### src/rtl/mem_port_arbiter_if.sv
// Port A bus between the arbiter and the shared memory Control block.
// The arbiter drives address/data/write enable; Control returns read data.
interface mem_port_arbiter_if #(
    parameter int ADDR_W = 24,
    parameter int DATA_W = 16
);
    logic              write_memoryA;
    logic [ADDR_W-1:0] memory_locationA;
    logic [DATA_W-1:0] memory_inputA;
    logic [DATA_W-1:0] data_outA;

    modport master (
        output write_memoryA,
        output memory_locationA,
        output memory_inputA,
        input  data_outA
    );

    modport slave (
        input  write_memoryA,
        input  memory_locationA,
        input  memory_inputA,
        output data_outA
    );
endinterface

### src/rtl/mem_port_arbiter.sv
// Round-robin arbiter/sequencer for memory port A: CPU path (0) vs I/O-DMA path (1).
// Grants, drives the port, waits out read latency and pulses doneN once.
module mem_port_arbiter #(
    parameter int ADDR_W       = 24,
    parameter int DATA_W       = 16,
    parameter int READ_LATENCY = 1
) (
    input  logic              CLK,
    input  logic              RESET,
    input  logic              req0,
    input  logic              we0,
    input  logic [ADDR_W-1:0] addr0,
    input  logic [DATA_W-1:0] wdata0,
    output logic              done0,
    output logic [DATA_W-1:0] rdata0,
    input  logic              req1,
    input  logic              we1,
    input  logic [ADDR_W-1:0] addr1,
    input  logic [DATA_W-1:0] wdata1,
    output logic              done1,
    output logic [DATA_W-1:0] rdata1,
    output logic              busy,
    output logic              last_grant,
    mem_port_arbiter_if.master memA
);
    typedef enum logic [1:0] {IDLE, ACCESS, WAIT, DONE} state_t;

    state_t     state;
    state_t     stateNext;
    logic       doGrant;
    logic       grantNext;
    logic       weLatched;
    logic [2:0] waitCnt;

    always_comb begin
        stateNext = state;
        doGrant   = 1'b0;
        grantNext = last_grant;
        unique case (state)
            IDLE: begin
                if (req0 || req1) begin
                    doGrant   = 1'b1;
                    stateNext = ACCESS;
                    // On a tie the requester that did not go last wins
                    grantNext = (req0 && req1) ? ~last_grant : req1;
                end
            end
            ACCESS: stateNext = weLatched ? DONE : WAIT;
            WAIT: begin
                if (waitCnt == 3'd1) begin
                    stateNext = DONE;
                end
            end
            DONE: stateNext = IDLE;
        endcase
    end

    always_ff @(posedge CLK) begin
        if (RESET) begin
            state                 <= IDLE;
            busy                  <= 1'b0;
            last_grant            <= 1'b1;
            weLatched             <= 1'b0;
            waitCnt               <= 3'd0;
            done0                 <= 1'b0;
            done1                 <= 1'b0;
            rdata0                <= '0;
            rdata1                <= '0;
            memA.write_memoryA    <= 1'b0;
            memA.memory_locationA <= '0;
            memA.memory_inputA    <= '0;
        end else begin
            state              <= stateNext;
            busy               <= (stateNext != IDLE);
            done0              <= 1'b0;
            done1              <= 1'b0;
            memA.write_memoryA <= 1'b0;

            if (doGrant) begin
                last_grant            <= grantNext;
                weLatched             <= grantNext ? we1 : we0;
                memA.write_memoryA    <= grantNext ? we1 : we0;
                memA.memory_locationA <= grantNext ? addr1 : addr0;
                memA.memory_inputA    <= grantNext ? wdata1 : wdata0;
            end

            if (state == ACCESS) begin
                waitCnt <= 3'(READ_LATENCY);
            end

            if (state == WAIT) begin
                waitCnt <= waitCnt - 3'd1;
                if (waitCnt == 3'd1) begin
                    if (last_grant) begin
                        rdata1 <= memA.data_outA;
                    end else begin
                        rdata0 <= memA.data_outA;
                    end
                end
            end

            if (stateNext == DONE) begin
                done0 <= ~last_grant;
                done1 <= last_grant;
            end
        end
    end
endmodule

### src/flat_wrapper.sv
// flat-port wrapper written by rule: the top's interface ports become plain ports
module mem_port_arbiter_flat 
#(
    parameter int ADDR_W       = 24,
    parameter int DATA_W       = 16,
    parameter int READ_LATENCY = 1
)
  (CLK, RESET, req0, we0, addr0, wdata0, done0, rdata0, req1, we1, addr1, wdata1, done1, rdata1, busy, last_grant, memA_write_memoryA, memA_memory_locationA, memA_memory_inputA, memA_data_outA);
  mem_port_arbiter_if #(.ADDR_W(ADDR_W), .DATA_W(DATA_W)) memA_i ();
  input  logic CLK;
  input  logic RESET;
  input  logic req0;
  input  logic we0;
  input  logic [ADDR_W-1:0] addr0;
  input  logic [DATA_W-1:0] wdata0;
  output logic done0;
  output logic [DATA_W-1:0] rdata0;
  input  logic req1;
  input  logic we1;
  input  logic [ADDR_W-1:0] addr1;
  input  logic [DATA_W-1:0] wdata1;
  output logic done1;
  output logic [DATA_W-1:0] rdata1;
  output logic busy;
  output logic last_grant;
  output wire logic [$bits(memA_i.write_memoryA)-1:0] memA_write_memoryA;
  output wire logic [$bits(memA_i.memory_locationA)-1:0] memA_memory_locationA;
  output wire logic [$bits(memA_i.memory_inputA)-1:0] memA_memory_inputA;
  input wire logic [$bits(memA_i.data_outA)-1:0] memA_data_outA;
  assign memA_write_memoryA = memA_i.write_memoryA;
  assign memA_memory_locationA = memA_i.memory_locationA;
  assign memA_memory_inputA = memA_i.memory_inputA;
  assign memA_i.data_outA = memA_data_outA;
  mem_port_arbiter #(.ADDR_W(ADDR_W), .DATA_W(DATA_W), .READ_LATENCY(READ_LATENCY)) u_core (.CLK(CLK), .RESET(RESET), .req0(req0), .we0(we0), .addr0(addr0), .wdata0(wdata0), .done0(done0), .rdata0(rdata0), .req1(req1), .we1(we1), .addr1(addr1), .wdata1(wdata1), .done1(done1), .rdata1(rdata1), .busy(busy), .last_grant(last_grant), .memA(memA_i));
endmodule
### config.mk
export PLATFORM = sky130hd
export DESIGN_NAME = mem_port_arbiter_flat
export DESIGN_NICKNAME = d
export VERILOG_FILES = /design/src/rtl/mem_port_arbiter_if.sv /design/src/rtl/mem_port_arbiter.sv /design/src/flat_wrapper.sv
export SDC_FILE = /design/constraint.sdc
export NUM_CORES = 1
export LEC_CHECK = 0
export CORE_MARGIN = 2
export CORE_UTILIZATION = 40
export CTS_CLUSTER_DIAMETER = 50
export DETAILED_ROUTE_END_ITERATION = 16
export PLACE_DENSITY = 0.89
export SYNTH_ARGS = -nofsm -noshare
export SYNTH_HDL_FRONTEND = slang
export SYNTH_SLANG_ARGS = --single-unit
### constraint.sdc
create_clock -name CLK -period 2.1 [get_ports CLK]
set_input_delay 0.42 -clock CLK [delete_from_list [all_inputs] [get_ports CLK]]
set_output_delay 0.42 -clock CLK [all_outputs]
set_load 0.01 [all_outputs]
* After elaboration in Yosys (flattened, before gate mapping)
Cells that the tools add are included.
Storage, ports and cells: register bits after elaboration 83, bits of input ports 102, output and inout port bits 77
Cells by class: add/sub/neg operators 1, equal/unequal tests 5, mux-type cells 14, bitwise gates (word level) 3, reductions and logical operators 9
Operator list (number):
- $mux 24 | 1
- $mux 16 | 1
- $pmux 2 s4 | 1
- $mux 1 | 7
- $eq 2x2->1 const B | 3
- $mux 3 | 2
- $reduce_and 3->1 | 2
- $mux 2 | 2
- $reduce_bool 2->1 | 2
- $reduce_or 2->1 | 2
- $eq 3x1->1 const B | 1
- $not 1->1 | 3
- $sub 3x1->3 const B | 1
- $eq 2x1->1 const B | 1
- $logic_not 2->1 | 1
- $logic_and 1x1->1 | 1
- $logic_or 1x1->1 | 1

* Logic depth before layout (Yosys ltp)
depth after elaboration 6, gate-level depth with buffers 8, mapped depth without buffers 5

* Worst setup path after synthesis
OpenSTA, ideal clock, no wires.
path kind register to register, from register u_core.state[0], to register u_core.busy, library setup time 123 ps, arrival 1412 ps, data required time 1977 ps, setup slack 564 ps, stages on the path, launching flop included 7, clock period less this slack 1536 ps, cell sequence dfxtp_1 inv_1 ha_1 buf_6 a221oi_1 a211oi_1 or2_2
Between the ends: longest elaborated chain between the ends 3, elaborated cells between the ends (all ways) 8
Ends and longest elaborated chain:
- from (decl) | RTL line mem_port_arbiter.sv:28 | state_t state;
- from (signal assigned) | RTL line mem_port_arbiter.sv:73 | state <= stateNext;
- $eq 2x2->1, or another cell as far along | RTL line mem_port_arbiter.sv:39 | unique case (state)
- $pmux 2 s4 * | RTL line mem_port_arbiter.sv:39
- $reduce_bool 2->1 * | RTL line mem_port_arbiter.sv:74 | busy <= (stateNext != IDLE);
- to (signal assigned) | RTL line mem_port_arbiter.sv:74
- to (decl) | RTL line mem_port_arbiter.sv:22 | output logic busy,
Mark *: on every way between the ends. The rest lies on a longest branch, timed or not. A chain may end at the register's enable or synchronous reset.

* Worst setup path in the final report
from register u_core.state[0], to register u_core.rdata1[15]
Between the ends: longest elaborated chain between the ends 2
Ends and longest elaborated chain:
- $eq 2x2->1 | RTL line mem_port_arbiter.sv:91 | if (state == WAIT) begin
- $reduce_and 3->1 (no line)
- to (signal assigned) | RTL line mem_port_arbiter.sv:95 | rdata1 <= memA.data_outA;
- to (decl) | RTL line mem_port_arbiter.sv:21 | output logic [DATA_W-1:0] rdata1,
No other way between the ends.

==> impl_summary.log <==
[metrics] result of the run: finished clean
[metrics] count of distinct cell types in the synthesized netlist: 34
[metrics] async set-reset flop share out of synthesis: 0%
[metrics] count of endpoints failing hold in the final timing report: 0
[metrics] ratio of total power to cell area: 1170 nW/um2
[metrics] Clock Latency Late Sink: 0.34 ns
[metrics] worst supply voltage drop on vdd: 0.000545 V
[metrics] post-synthesis share of cell area spent on xor and xnor gates: 0%
[metrics] fin crit share: 93.4%
[metrics] 1st-pass router iterations: 5
[metrics] Critical Path, Cell by Cell: inv_1 > ha_1 > nand4b_1 > nand2_1 > a21oi_1
[metrics] post-CTS setup buffers: 0
[metrics] placeable core area: 8590 um2
[metrics] largest delay contributor family on the critical path: simple AND/OR/NAND/NOR gates
[metrics] worst-path cell with the longest stage delay: nand4b_1
[metrics] Chip Width: 97.4 um
[metrics] post-route ant nets: 0
[metrics] number of buffers inserted for hold repair after clock tree synthesis: 0
[metrics] GRT Overall Usage: 22.2%
[metrics] combinational family with the most area after synthesis: compound AO/OA/AOI/OAI gates
[metrics] Synth Area in Adders: 2.15%
[metrics] number of inserted diodes: 0
[metrics] routed wire length per instance: 15.6 um
[metrics] pre-CTS setup slack: 0.168 ns
[metrics] post-synthesis compound-gate area fraction: 26.8%
[metrics] fraction of layout instances using a drive strength above 1: 7.60%
[metrics] Final nets: 695
[metrics] share of Yosys cell area claimed by the top area cell type: 47.6%
[metrics] total stage count of the critical path: 5
[metrics] setup repair after global routing missed its margin: false
[metrics] clock tree from TritonCTS: yes
[metrics] worst relative slew slack: 48.5%
[metrics] global-route wire length before repair: 17,400 um
[metrics] Worst-Margin Slew: 0.768 ns
[metrics] DRC violation count after routing: 0
[metrics] EDFF count, synth: 0
[metrics] die area: 9490 um2
[metrics] Max Cap Viol: 0
[metrics] Setup crit end kind: flip-flop
[metrics] Worst Path Class, Setup: reg2reg
[metrics] Startpoint Class: flip-flop
[metrics] required time of the critical path: 2.32 ns
[metrics] total of cells resized after clock tree synthesis: 0
[metrics] fin worst setup slack: 0.139 ns
[metrics] Highest Clock Rate: 510 MHz
[metrics] Most used DFF post-synth: dfxtp_1
[metrics] final number of setup-violating endpoints: 0
[metrics] final number of max-transition violations: 0
[metrics] PortBufs: 178
[metrics] Post-synth top cells: dfxtp_1 (83), o21ai_0 (76), nand2_1 (64)
[metrics] count of cells along the worst hold path: 2
[metrics] via count: 3,774
[metrics] synthesized area per cell: 8.18 um2
[metrics] flops & latches, synth: 83
[metrics] number of rows in the core area: 34
[metrics] initial cell density of the core: 40.6%
[metrics] post-route setup TNS: 0 ns
[metrics] clock-pin slew on the worst setup and hold paths: 0.09 ns
[metrics] number of DRC markers in iteration 0: 186
[metrics] buffer cell driving the clock tree root: clkbuf_8
[metrics] initial antenna violation count: 0
[metrics] setup skew after layout: 0.00877 ns
[metrics] multiplexer area fraction after synthesis: 0%
[metrics] Vert. Die Dim: 97.4 um
[metrics] maximum count of clock buffers along a single path: 2
[metrics] overall routed net length: 10,900 um
[metrics] IO Pins: 179
[metrics] data arrival time at the worst-slack endpoint: 2.18 ns
[metrics] sequential element share of the synthesized area: 47.6%
[metrics] most common cell in the synthesized netlist: dfxtp_1
[metrics] net count after synthesis: 535
[metrics] synthesized-area fraction occupied by and/or/nand/nor cells: 16.7%
[metrics] number of instances in the synthesized netlist: 427
[metrics] Detailed Place HPWL: 7810 um
[metrics] number of fill cells: 688
[metrics] vias in the first global route: 3,718
[metrics] final standard cell utilization of the core: 64.8%
[metrics] number of sinks on the clock net: 83
[metrics] max incr delay on CP: 0.67 ns
[metrics] cell taking the most area after synthesis: dfxtp_1
[metrics] largest net degree at the start of global routing: 53
[metrics] signed area change from the synthesized netlist to the final layout: 59.4%
[metrics] via-per-instance ratio: 5.39
[metrics] post-synthesis instance area: 3490 um2
[metrics] top fanout value on the critical path: 16
[metrics] H-tree lvl count: 3
[metrics] minimum clock period: 1.96 ns
[metrics] global-route congestion overflow total: 0
[metrics] cell types occupying the most area after synthesis: dfxtp_1 (48%), o21ai_0 (11%), a31oi_1 (7.3%)
[metrics] number of warning messages in the yosys log: 0
[metrics] worst hold path type: reg2reg
[metrics] leakage: 1.96 nW
[metrics] count of cells along the worst register-to-register path: 5
[metrics] Inserted Clock Buffers: 9
[metrics] gp weighted congestion: 0.823
[metrics] buffering stage count on the worst path with inverters included: 1
[cell families (layout without fill, tap and decap cells)]
group,count (synthesis),after routing
AND/OR/NAND/NOR,124,124
buffers and inverters,48,213
flip-flops,83,83
adder cells (fa/ha/maj),6,6
AO/OA/AOI/OAI,166,166
[path summary, 6_finish.rpt]
kind | startpoint | end | slack (ns)
worst max register to register | u_core.state[0] | u_core.rdata1[15] | 0.14
worst min register to register | u_core.rdata1[0] | u_core.rdata1[0] | 0.46
worst min-delay path | u_core.rdata1[0] | u_core.rdata1[0] | 0.46
worst max-delay path | u_core.state[0] | u_core.rdata1[15] | 0.14
[cells in the final DEF, fill, tap and decap left out, types with 2 or more instances in the layout]
cell | Yosys | layout
a21oi_1 | 25 | 25
clkdlybuf4s50_1 | 0 | 178
nand2_2 | 2 | 2
dfxtp_1 | 83 | 83
inv_1 | 6 | 6
a21oi_2 | 11 | 11
buf_12 | 0 | 4
nand3b_1 | 2 | 2
clkbuf_8 | 0 | 9
bufinv_16 | 0 | 2
a31oi_1 | 41 | 41
clkinv_4 | 0 | 2
buf_4 | 2 | 9
nor2_1 | 2 | 2
o21ai_0 | 76 | 76
nand4b_1 | 2 | 2
nand3_1 | 43 | 43
nand2_1 | 64 | 64
o21ai_1 | 9 | 9
ha_1 | 6 | 6
[per-layer routing]
| layer | vias up | routed length [um] | GRT usage (%) |
|---|---|---|---|
| li1 | 1836 | - | - |
| met1 | 1725 | 4340 | 24.8 |
| met2 | 197 | 5350 | 38.8 |
| met3 | 16 | 1020 | 7.12 |
| met4 | 0 | 187 | 9.08 |
| met5 | - | 0 | 0 |
[report_power, final]
group	switching (mW)	internal, mW	total, mW
clock	0.582	0.673	1.25
combinational	1.52	1.46	2.98
sequential	0.256	2.02	2.28
[state kept, by name (all words and copies together) (netlist names)]
register                      cells
u_core.memA.memory_inputA        16
u_core.rdata1                    16
u_core.busy                       1
u_core.done1                      1
u_core.memA.write_memoryA         1
u_core.weLatched                  1
u_core.waitCnt                    3
u_core.rdata0                    16
u_core.done0                      1
u_core.state                      2
u_core.memA.memory_locationA     24
u_core.last_grant                 1
[stage by stage]
step	instance area, um2	hold WS, ns	total power, mW	std cells
floorplan	3490	0.440	3.86	427
global placement	5350	0.442	5.18	684
detailed placement	5350	0.452	5.28	684
CTS	5570	0.463	6.54	700
global route	5570	0.489	6.94	700
finish	5570	0.462	6.51	700
[worst register-to-register path, delay by kind of cell (launching register included)]
family	cells	cell delay, ns
flip-flops	1	0.34
adder cells (fa/ha/maj)	1	0.35
AO/OA/AOI/OAI	1	0.10
buffers and inverters	1	0.11
AND/OR/NAND/NOR	2	0.95
[area by class of cell]
type                            count  area [um2]  share of cell area, %
Tap cell                          108         135                   2.43
Sequential cell                    83        1660                   29.9
Clock inverter                      6        90.1                   1.62
Multi-Input combinational cell    296        1600                   28.7
Clock buffer                       10         128                   2.29
Inverter                            6        22.5                  0.405
Timing Repair Buffer              191        1930                   34.7
(Power assumes the default switching activity.)
